[config.mk]
export PLATFORM = sky130hd
export DESIGN_NAME = framed_debug_serializer_flat
export DESIGN_NICKNAME = d
export VERILOG_FILES = /design/src/rtl/framed_debug_serializer_pkg.sv /design/src/rtl/framed_debug_serializer_if.sv /design/src/rtl/framed_debug_serializer_shift_out_reg.sv /design/src/rtl/framed_debug_serializer.sv /design/src/flat_wrapper.sv
export SDC_FILE = /design/constraint.sdc
export NUM_CORES = 1
export LEC_CHECK = 0
export ABC_CLOCK_PERIOD_IN_PS = 3890
export BUFFER_PORTS_ARGS = -buffer_cell sky130_fd_sc_hd__buf_2
export CAP_MARGIN = 20
export CORE_MARGIN = 3
export CORE_UTILIZATION = 60
export CTS_BUF_LIST = sky130_fd_sc_hd__clkbuf_16
export DETAILED_ROUTE_END_ITERATION = 16
export PLACE_DENSITY = 0.8
export SETUP_SLACK_MARGIN = 0.15
export SYNTH_ARGS = -nofsm -noshare
export SYNTH_HDL_FRONTEND = slang
export SYNTH_SLANG_ARGS = --single-unit
[constraint.sdc]
create_clock -name clk -period 3.89 [get_ports clk]
set_input_delay 0.1945 -clock clk [delete_from_list [all_inputs] [get_ports clk]]
set_output_delay 0.1945 -clock clk [all_outputs]
set_load 0.005 [all_outputs]
[src/rtl/framed_debug_serializer_pkg.sv]
// Shared definitions for the framed debug serializer: frame state encoding,
// default sync header and the checksum fold helper.
package debug_frame_pkg;

    localparam logic [15:0] SYNC_WORD_DEFAULT = 16'hA5C3;
    localparam int          CHECKSUM_W        = 16;

    typedef enum logic [2:0] {
        ST_IDLE   = 3'd0,
        ST_HEADER = 3'd1,
        ST_DATA   = 3'd2,
        ST_CHECK  = 3'd3,
        ST_DONE   = 3'd4
    } frame_state_e;

    function automatic logic [CHECKSUM_W-1:0] checksum_update(
        input logic [CHECKSUM_W-1:0] acc,
        input logic [CHECKSUM_W-1:0] word
    );
        return acc ^ word;
    endfunction

endpackage

[src/rtl/framed_debug_serializer_if.sv]
// Debug read/serial bundle between the serializer (master: issues fetches,
// drives the stream) and the SRAM/capture side (slave).
interface framed_debug_serializer_if #(
    parameter int FETCH_WIDTH = 16
);
    logic                   en;
    logic [FETCH_WIDTH-1:0] parallel_data;
    logic                   fetch_req;
    logic                   serial_data;
    logic                   out_valid;
    logic                   frame_done;

    modport master (
        input  en,
        input  parallel_data,
        output fetch_req,
        output serial_data,
        output out_valid,
        output frame_done
    );

    modport slave (
        output en,
        output parallel_data,
        input  fetch_req,
        input  serial_data,
        input  out_valid,
        input  frame_done
    );
endinterface

[src/rtl/framed_debug_serializer_shift_out_reg.sv]
// Load/shift register emitting its LSB; load has priority over shift.
module shift_out_reg #(
    parameter int WIDTH = 16
) (
    input  logic             clk,
    input  logic             rst_n,
    input  logic             i_load,
    input  logic             i_shift,
    input  logic [WIDTH-1:0] i_load_val,
    output logic             o_tap
);
    logic [WIDTH-1:0] r_data;

    // Shift register: parallel load or right shift toward the tap
    always_ff @(posedge clk or negedge rst_n) begin
        if (!rst_n) begin
            r_data <= '0;
        end else if (i_load) begin
            r_data <= i_load_val;
        end else if (i_shift) begin
            r_data <= {1'b0, r_data[WIDTH-1:1]};
        end else begin
            r_data <= r_data;
        end
    end

    assign o_tap = r_data[0];
endmodule

[src/rtl/framed_debug_serializer.sv]
// Pulls NUM_WORDS words through a fixed-latency fetch handshake and emits
// sync header, data words and XOR checksum as one gap-free LSB-first stream.
module framed_debug_serializer
    import debug_frame_pkg::*;
#(
    parameter int          FETCH_WIDTH  = 16,
    parameter int          NUM_WORDS    = 4096,
    parameter logic [15:0] SYNC_WORD    = SYNC_WORD_DEFAULT,
    parameter int          READ_LATENCY = 1
) (
    input logic                        clk,
    input logic                        rst_n,
    framed_debug_serializer_if.master  bus
);
    localparam int                    WORD_CNT_W    = $clog2(NUM_WORDS + 1);
    localparam logic [WORD_CNT_W-1:0] LAST_WORD     = WORD_CNT_W'(NUM_WORDS - 1);
    // fetch_req is registered, so it is decided one bit before it must show
    localparam logic [3:0]            PRE_FETCH_BIT = 4'(14 - READ_LATENCY);

    frame_state_e            r_state;
    frame_state_e            w_state_nxt;
    logic [3:0]              r_bit_cnt;
    logic [WORD_CNT_W-1:0]   r_word_cnt;
    logic [FETCH_WIDTH-1:0]  r_prefetch;
    logic [CHECKSUM_W-1:0]   r_checksum;
    logic                    r_fetch_pending;
    logic                    r_fetch_req;
    logic                    r_out_valid;
    logic                    r_frame_done;

    logic                    w_wrap;
    logic                    w_last_word;
    logic                    w_capture;
    logic [FETCH_WIDTH-1:0]  w_next_word;
    logic [FETCH_WIDTH-1:0]  w_load_val;
    logic                    w_load;
    logic                    w_shift;
    logic                    w_fetch_req_nxt;
    logic                    w_out_valid_nxt;
    logic                    w_frame_done_nxt;
    logic                    w_serial;

    assign w_wrap      = (r_bit_cnt == 4'd15);
    assign w_last_word = (r_word_cnt == LAST_WORD);
    // Read data lands exactly on the word boundary, so it bypasses the prefetch register
    assign w_capture   = r_fetch_pending & w_wrap & bus.en;
    assign w_next_word = w_capture ? bus.parallel_data : r_prefetch;

    // State register
    always_ff @(posedge clk or negedge rst_n) begin
        if (!rst_n) begin
            r_state <= ST_IDLE;
        end else begin
            r_state <= w_state_nxt;
        end
    end

    // Next-state decode; en low aborts from any state
    always_comb begin
        w_state_nxt = r_state;
        if (!bus.en) begin
            w_state_nxt = ST_IDLE;
        end else begin
            case (r_state)
                ST_IDLE:   w_state_nxt = ST_HEADER;
                ST_HEADER: w_state_nxt = w_wrap ? ST_DATA : ST_HEADER;
                ST_DATA:   w_state_nxt = (w_wrap && w_last_word) ? ST_CHECK : ST_DATA;
                ST_CHECK:  w_state_nxt = w_wrap ? ST_DONE : ST_CHECK;
                ST_DONE:   w_state_nxt = ST_DONE;
                default:   w_state_nxt = ST_IDLE;
            endcase
        end
    end

    // Output decode: shifter control and next values of the registered outputs
    always_comb begin
        w_out_valid_nxt  = (w_state_nxt == ST_HEADER) || (w_state_nxt == ST_DATA) ||
                           (w_state_nxt == ST_CHECK);
        w_frame_done_nxt = (w_state_nxt == ST_DONE) && (r_state != ST_DONE);
        w_fetch_req_nxt  = 1'b0;
        w_load           = 1'b0;
        w_shift          = 1'b0;
        w_load_val       = '0;
        if (!bus.en) begin
            w_load = 1'b1;
        end else begin
            case (r_state)
                ST_IDLE: begin
                    w_load     = 1'b1;
                    w_load_val = SYNC_WORD;
                end
                ST_HEADER: begin
                    w_fetch_req_nxt = (r_bit_cnt == PRE_FETCH_BIT);
                    if (w_wrap) begin
                        w_load     = 1'b1;
                        w_load_val = w_next_word;
                    end else begin
                        w_shift = 1'b1;
                    end
                end
                ST_DATA: begin
                    w_fetch_req_nxt = (r_bit_cnt == PRE_FETCH_BIT) && !w_last_word;
                    if (w_wrap) begin
                        w_load     = 1'b1;
                        w_load_val = w_last_word ? r_checksum : w_next_word;
                    end else begin
                        w_shift = 1'b1;
                    end
                end
                ST_CHECK: begin
                    if (w_wrap) begin
                        w_load = 1'b1;
                    end else begin
                        w_shift = 1'b1;
                    end
                end
                ST_DONE: w_load = 1'b0;
                default: w_load = 1'b1;
            endcase
        end
    end

    // Registered handshake/status outputs
    always_ff @(posedge clk or negedge rst_n) begin
        if (!rst_n) begin
            r_out_valid  <= 1'b0;
            r_fetch_req  <= 1'b0;
            r_frame_done <= 1'b0;
        end else begin
            r_out_valid  <= w_out_valid_nxt;
            r_fetch_req  <= w_fetch_req_nxt;
            r_frame_done <= w_frame_done_nxt;
        end
    end

    // Counters, prefetch capture and running checksum; all cleared on return to IDLE
    always_ff @(posedge clk or negedge rst_n) begin
        if (!rst_n) begin
            r_bit_cnt       <= 4'd0;
            r_word_cnt      <= '0;
            r_prefetch      <= '0;
            r_checksum      <= '0;
            r_fetch_pending <= 1'b0;
        end else if (w_state_nxt == ST_IDLE) begin
            r_bit_cnt       <= 4'd0;
            r_word_cnt      <= '0;
            r_prefetch      <= '0;
            r_checksum      <= '0;
            r_fetch_pending <= 1'b0;
        end else begin
            r_bit_cnt  <= ((r_state == ST_IDLE) || (w_state_nxt == ST_DONE)) ?
                          4'd0 : r_bit_cnt + 4'd1;
            r_word_cnt <= ((r_state == ST_DATA) && w_wrap && !w_last_word) ?
                          r_word_cnt + WORD_CNT_W'(1) : r_word_cnt;
            if (w_capture) begin
                r_prefetch      <= bus.parallel_data;
                r_checksum      <= checksum_update(r_checksum, bus.parallel_data);
                r_fetch_pending <= 1'b0;
            end else begin
                r_prefetch      <= r_prefetch;
                r_checksum      <= r_checksum;
                r_fetch_pending <= r_fetch_pending | r_fetch_req;
            end
        end
    end

    shift_out_reg #(
        .WIDTH (FETCH_WIDTH)
    ) u_shift_out_reg (
        .clk        (clk),
        .rst_n      (rst_n),
        .i_load     (w_load),
        .i_shift    (w_shift),
        .i_load_val (w_load_val),
        .o_tap      (w_serial)
    );

    assign bus.serial_data = w_serial;
    assign bus.out_valid   = r_out_valid;
    assign bus.fetch_req   = r_fetch_req;
    assign bus.frame_done  = r_frame_done;
endmodule

[src/flat_wrapper.sv]
// flat-port wrapper written by rule: the top's interface ports become plain ports
module framed_debug_serializer_flat import debug_frame_pkg::*;
#(
    parameter int          FETCH_WIDTH  = 16,
    parameter int          NUM_WORDS    = 4096,
    parameter logic [15:0] SYNC_WORD    = SYNC_WORD_DEFAULT,
    parameter int          READ_LATENCY = 1
)
  (clk, rst_n, bus_en, bus_parallel_data, bus_fetch_req, bus_serial_data, bus_out_valid, bus_frame_done);
  framed_debug_serializer_if #(.FETCH_WIDTH(FETCH_WIDTH)) bus_i ();
  input logic clk;
  input logic rst_n;
  input wire logic [$bits(bus_i.en)-1:0] bus_en;
  input wire logic [$bits(bus_i.parallel_data)-1:0] bus_parallel_data;
  output wire logic [$bits(bus_i.fetch_req)-1:0] bus_fetch_req;
  output wire logic [$bits(bus_i.serial_data)-1:0] bus_serial_data;
  output wire logic [$bits(bus_i.out_valid)-1:0] bus_out_valid;
  output wire logic [$bits(bus_i.frame_done)-1:0] bus_frame_done;
  assign bus_i.en = bus_en;
  assign bus_i.parallel_data = bus_parallel_data;
  assign bus_fetch_req = bus_i.fetch_req;
  assign bus_serial_data = bus_i.serial_data;
  assign bus_out_valid = bus_i.out_valid;
  assign bus_frame_done = bus_i.frame_done;
  framed_debug_serializer #(.FETCH_WIDTH(FETCH_WIDTH), .NUM_WORDS(NUM_WORDS), .SYNC_WORD(SYNC_WORD), .READ_LATENCY(READ_LATENCY)) u_core (.clk(clk), .rst_n(rst_n), .bus(bus_i));
endmodule
==> impl_metrics.toml <==
[clocking]
clkLatencyLatePin_ns = 0.33
clock_sinks = 72
h-tree-depth = 3
cts_buffer_depth = 2
clk_pin_slew_ns = 0.06
cts_buffers = 9
cts_hold_buf = 1
root_buffer = "clkbuf_16"
cts_tree = "yes"
postCtsSetupBuffers = 0
ctsResizeCount = 0

[die]
die_x_um = 82.5
core_um2 = 5570
die_area_um2 = 6800
row_count = 27
ios = 23
initial_utilization_pct = 62.9
chipHeight_um = 82.5

[route]
drt_iter0_markers = 254
post-route-drc-count = 0
first_pass_iters = 5
viasPerCell = 5.94
vias = 2722
wl_per_cell_um = 16.1
detail-route-antenna-nets = 0
drt_wl_total_um = 7360

[job]
drv_cap = 0

[sta]
rsz0062_at_grt = "false"
finalCriticalPeriod_ns = 2.41
drv_slew = 0
max_freq_ghz = 0.416
worst_hold_slack_ns = 0.144
totalNegativeSetupSlack_ns = 0
finalClockSkew_ns = 0.00553
fin_crit_sh_pct = 61.8
slew_headroom_pct = 31.3
tightest_slew_ns = 1.02
setup_viol = 0
hold_viol = 0

[synth]
synthesis.area_um2 = 3510
synthArstFlopShare_pct = 100
ys_ff_latch = 72
synthDistinctLibCells = 36
synth.avg_cell_area_um2 = 9.64
synth_ff_type = "dfrtp_1"
synth-edff-count = 0
yosys_warnings = 0
ys_seq_area_share_pct = 51.4
postSynthNetCount = 386
synth_cells = 364

[worst_setup_path]
cp_max_fo = 10
critPathKind = "reg2reg"
rr_startpoint = "u_core.r_bit_cnt[0]$_DFF_PN0_"
timing.rr.end = "u_core.u_shift_out_reg.r_data[4]$_DFFE_PN0P_"
cp.required_ns = 4.14
r2r_cells = 6
crit_arrival_ns = 2.66
cp-start-kind = "register"
end_kind = "register"
reg2reg_slack_ns = 1.48

[power]
ir_worst_vdd_mv = 0.249
internal-power_uw = 1210
seq_power_share_pct = 48.2
p_switching_uw = 376
p_leak_uw = 0.00170
p_comb_share_pct = 4.4
p_sw_share_pct = 23.8
power.density_nw_per_um2 = 405
p_clk_share_pct = 47.5

[worst_hold_path]
min_path_cells = 3
min_path_type = "in2reg"
hold_end = "u_core.r_prefetch[10]$_DFF_PN0_"
holdCritStartpoint = "bus_parallel_data[10]"

[placed_design]
dp_hpwl_um = 4710
gp_congestion = 0.870
port_buffers = 22

[grt]
grt_pass1_wl_um = 12200
overflow = 0
antenna_found_initial = 0
grtUsageTotal_pct = 24.1
grt_max_degree = 40
grt_pass1_vias = 2513

[cells_and_area]
drive_gt1_share_pct = 13.7
nFillCells = 437
layout_common_cells = "dfrtp_1 (72), nor2_1 (64), nand2_1 (38)"
syn2layout_area_growth_pct = 11.5
n_antenna_cell = 0
multiInputGateArea_um2 = 1580
seq_area_um2 = 1800
final_common_cell = "dfrtp_1"
nets = 403

[run_status]
status = "finished clean"
==> per-stage QoR <==
step / instances / power [uW] / area (um2) / setup slack [ns] / utilization (%)
finish: 458 / 1580 / 3910 / 1.48 / 70.2
global route: 458 / 1640 / 3910 / 1.23 / 70.2
global placement: 441 / 843 / 3630 / 1.59 / 65.1
detailed placement: 441 / 844 / 3630 / 1.52 / 65.1
CTS: 458 / 1590 / 3910 / 1.50 / 70.2
floorplan: 364 / 807 / 3510 / 1.85 / -
==> power by group through the flow <==
stage | sequential [uW] | combinational, uW | clock (uW)
floorplan | 773 | 33.7 | 0
global placement | 776 | 67.3 | 0
detailed placement | 776 | 68.7 | 0
CTS | 762 | 69.5 | 762
global route | 763 | 78.1 | 796
finish | 763 | 69.0 | 752
==> state kept, by name, summed over array words and instances (netlist names) <==
signal                         count
u_core.bus.out_valid               1
u_core.r_prefetch                 16
u_core.r_fetch_pending             1
u_core.bus.frame_done              1
u_core.r_checksum                 16
u_core.r_state                     3
u_core.bus.fetch_req               1
u_core.r_bit_cnt                   4
u_core.u_shift_out_reg.r_data     16
u_core.r_word_cnt                 13
==> cells in the mapped netlist (all sizes together), types with 6 or more instances <==
cell / instances / share of area (%)
xnor2: 13 / 3.2
clkbuf: 10 / 1.1
xor2: 17 / 4.2
nand2: 38 / 4.1
nand3: 9 / 1.3
dfrtp: 72 / 51
a31o: 8 / 2.0
a21oi: 30 / 4.3
nor3: 8 / 1.1
o22ai: 8 / 1.4
nor2: 64 / 6.8
mux2i: 16 / 4.6
o221ai: 7 / 1.7
or3: 8 / 1.4
buf: 10 / 1.9
inv: 6 / 0.64
a221oi: 7 / 1.7
==> logic make-up (layout without fill, tap and decap cells) <==
group	Yosys count	after routing	synth area share, %
flip-flops	72	72	51.4
adder cells (fa/ha/maj)	3	3	1.07
AND/OR/NAND/NOR	149	149	19.1
XOR/XNOR	30	30	7.49
AO/OA/AOI/OAI	68	68	12.8
buffers and inverters	26	48	3.57
multiplexers	16	16	4.56
==> per-layer routing <==
metal	vias up	routed length [um]	global-route usage, %
li1	1301	-	-
met1	1301	3440	33.5
met3	13	416	5.21
met2	107	3370	35.4
met4	0	138	12.5
met5	-	0	0
==> worst max-delay path, cell delays in order (launching register included) <==
cell,delay [ns]
dfrtp_1,0.39
ha_1,0.21
and3_1,0.35
nand4_1,0.26
a2111oi_2,0.79
a21oi_1,0.18
o22ai_1,0.14
==> cell type report <==
cell class | instances | share of cell area, %
Timing Repair Buffer | 26 | 3.65
Clock buffer | 9 | 5.76
Multi-Input combinational cell | 266 | 40.4
Tap cell | 72 | 2.30
Inverter | 6 | 0.576
Sequential cell | 72 | 46.1
Clock inverter | 7 | 1.22
==> how the worst max path moves through the flow <==
stage / slack [ns] / startpoint / cells past startpoint / end
2_1_floorplan: 1.85 / u_core.r_bit_cnt[0]$_DFF_PN0_ / 9 / u_core.u_shift_out_reg.r_data[10]$_DFFE_PN0P_
3_5_place_dp: 1.52 / u_core.r_bit_cnt[0]$_DFF_PN0_ / 6 / u_core.u_shift_out_reg.r_data[4]$_DFFE_PN0P_
5_1_grt: 1.23 / u_core.r_bit_cnt[0]$_DFF_PN0_ / 6 / u_core.u_shift_out_reg.r_data[14]$_DFFE_PN0P_
4_1_cts: 1.50 / u_core.r_bit_cnt[0]$_DFF_PN0_ / 6 / u_core.u_shift_out_reg.r_data[4]$_DFFE_PN0P_
6_report: 1.48 / u_core.r_bit_cnt[0]$_DFF_PN0_ / 6 / u_core.u_shift_out_reg.r_data[4]$_DFFE_PN0P_
3_3_place_gp: 1.59 / u_core.r_bit_cnt[0]$_DFF_PN0_ / 6 / u_core.u_shift_out_reg.r_data[14]$_DFFE_PN0P_
Note: power is estimated with default switching activity, not from simulation.
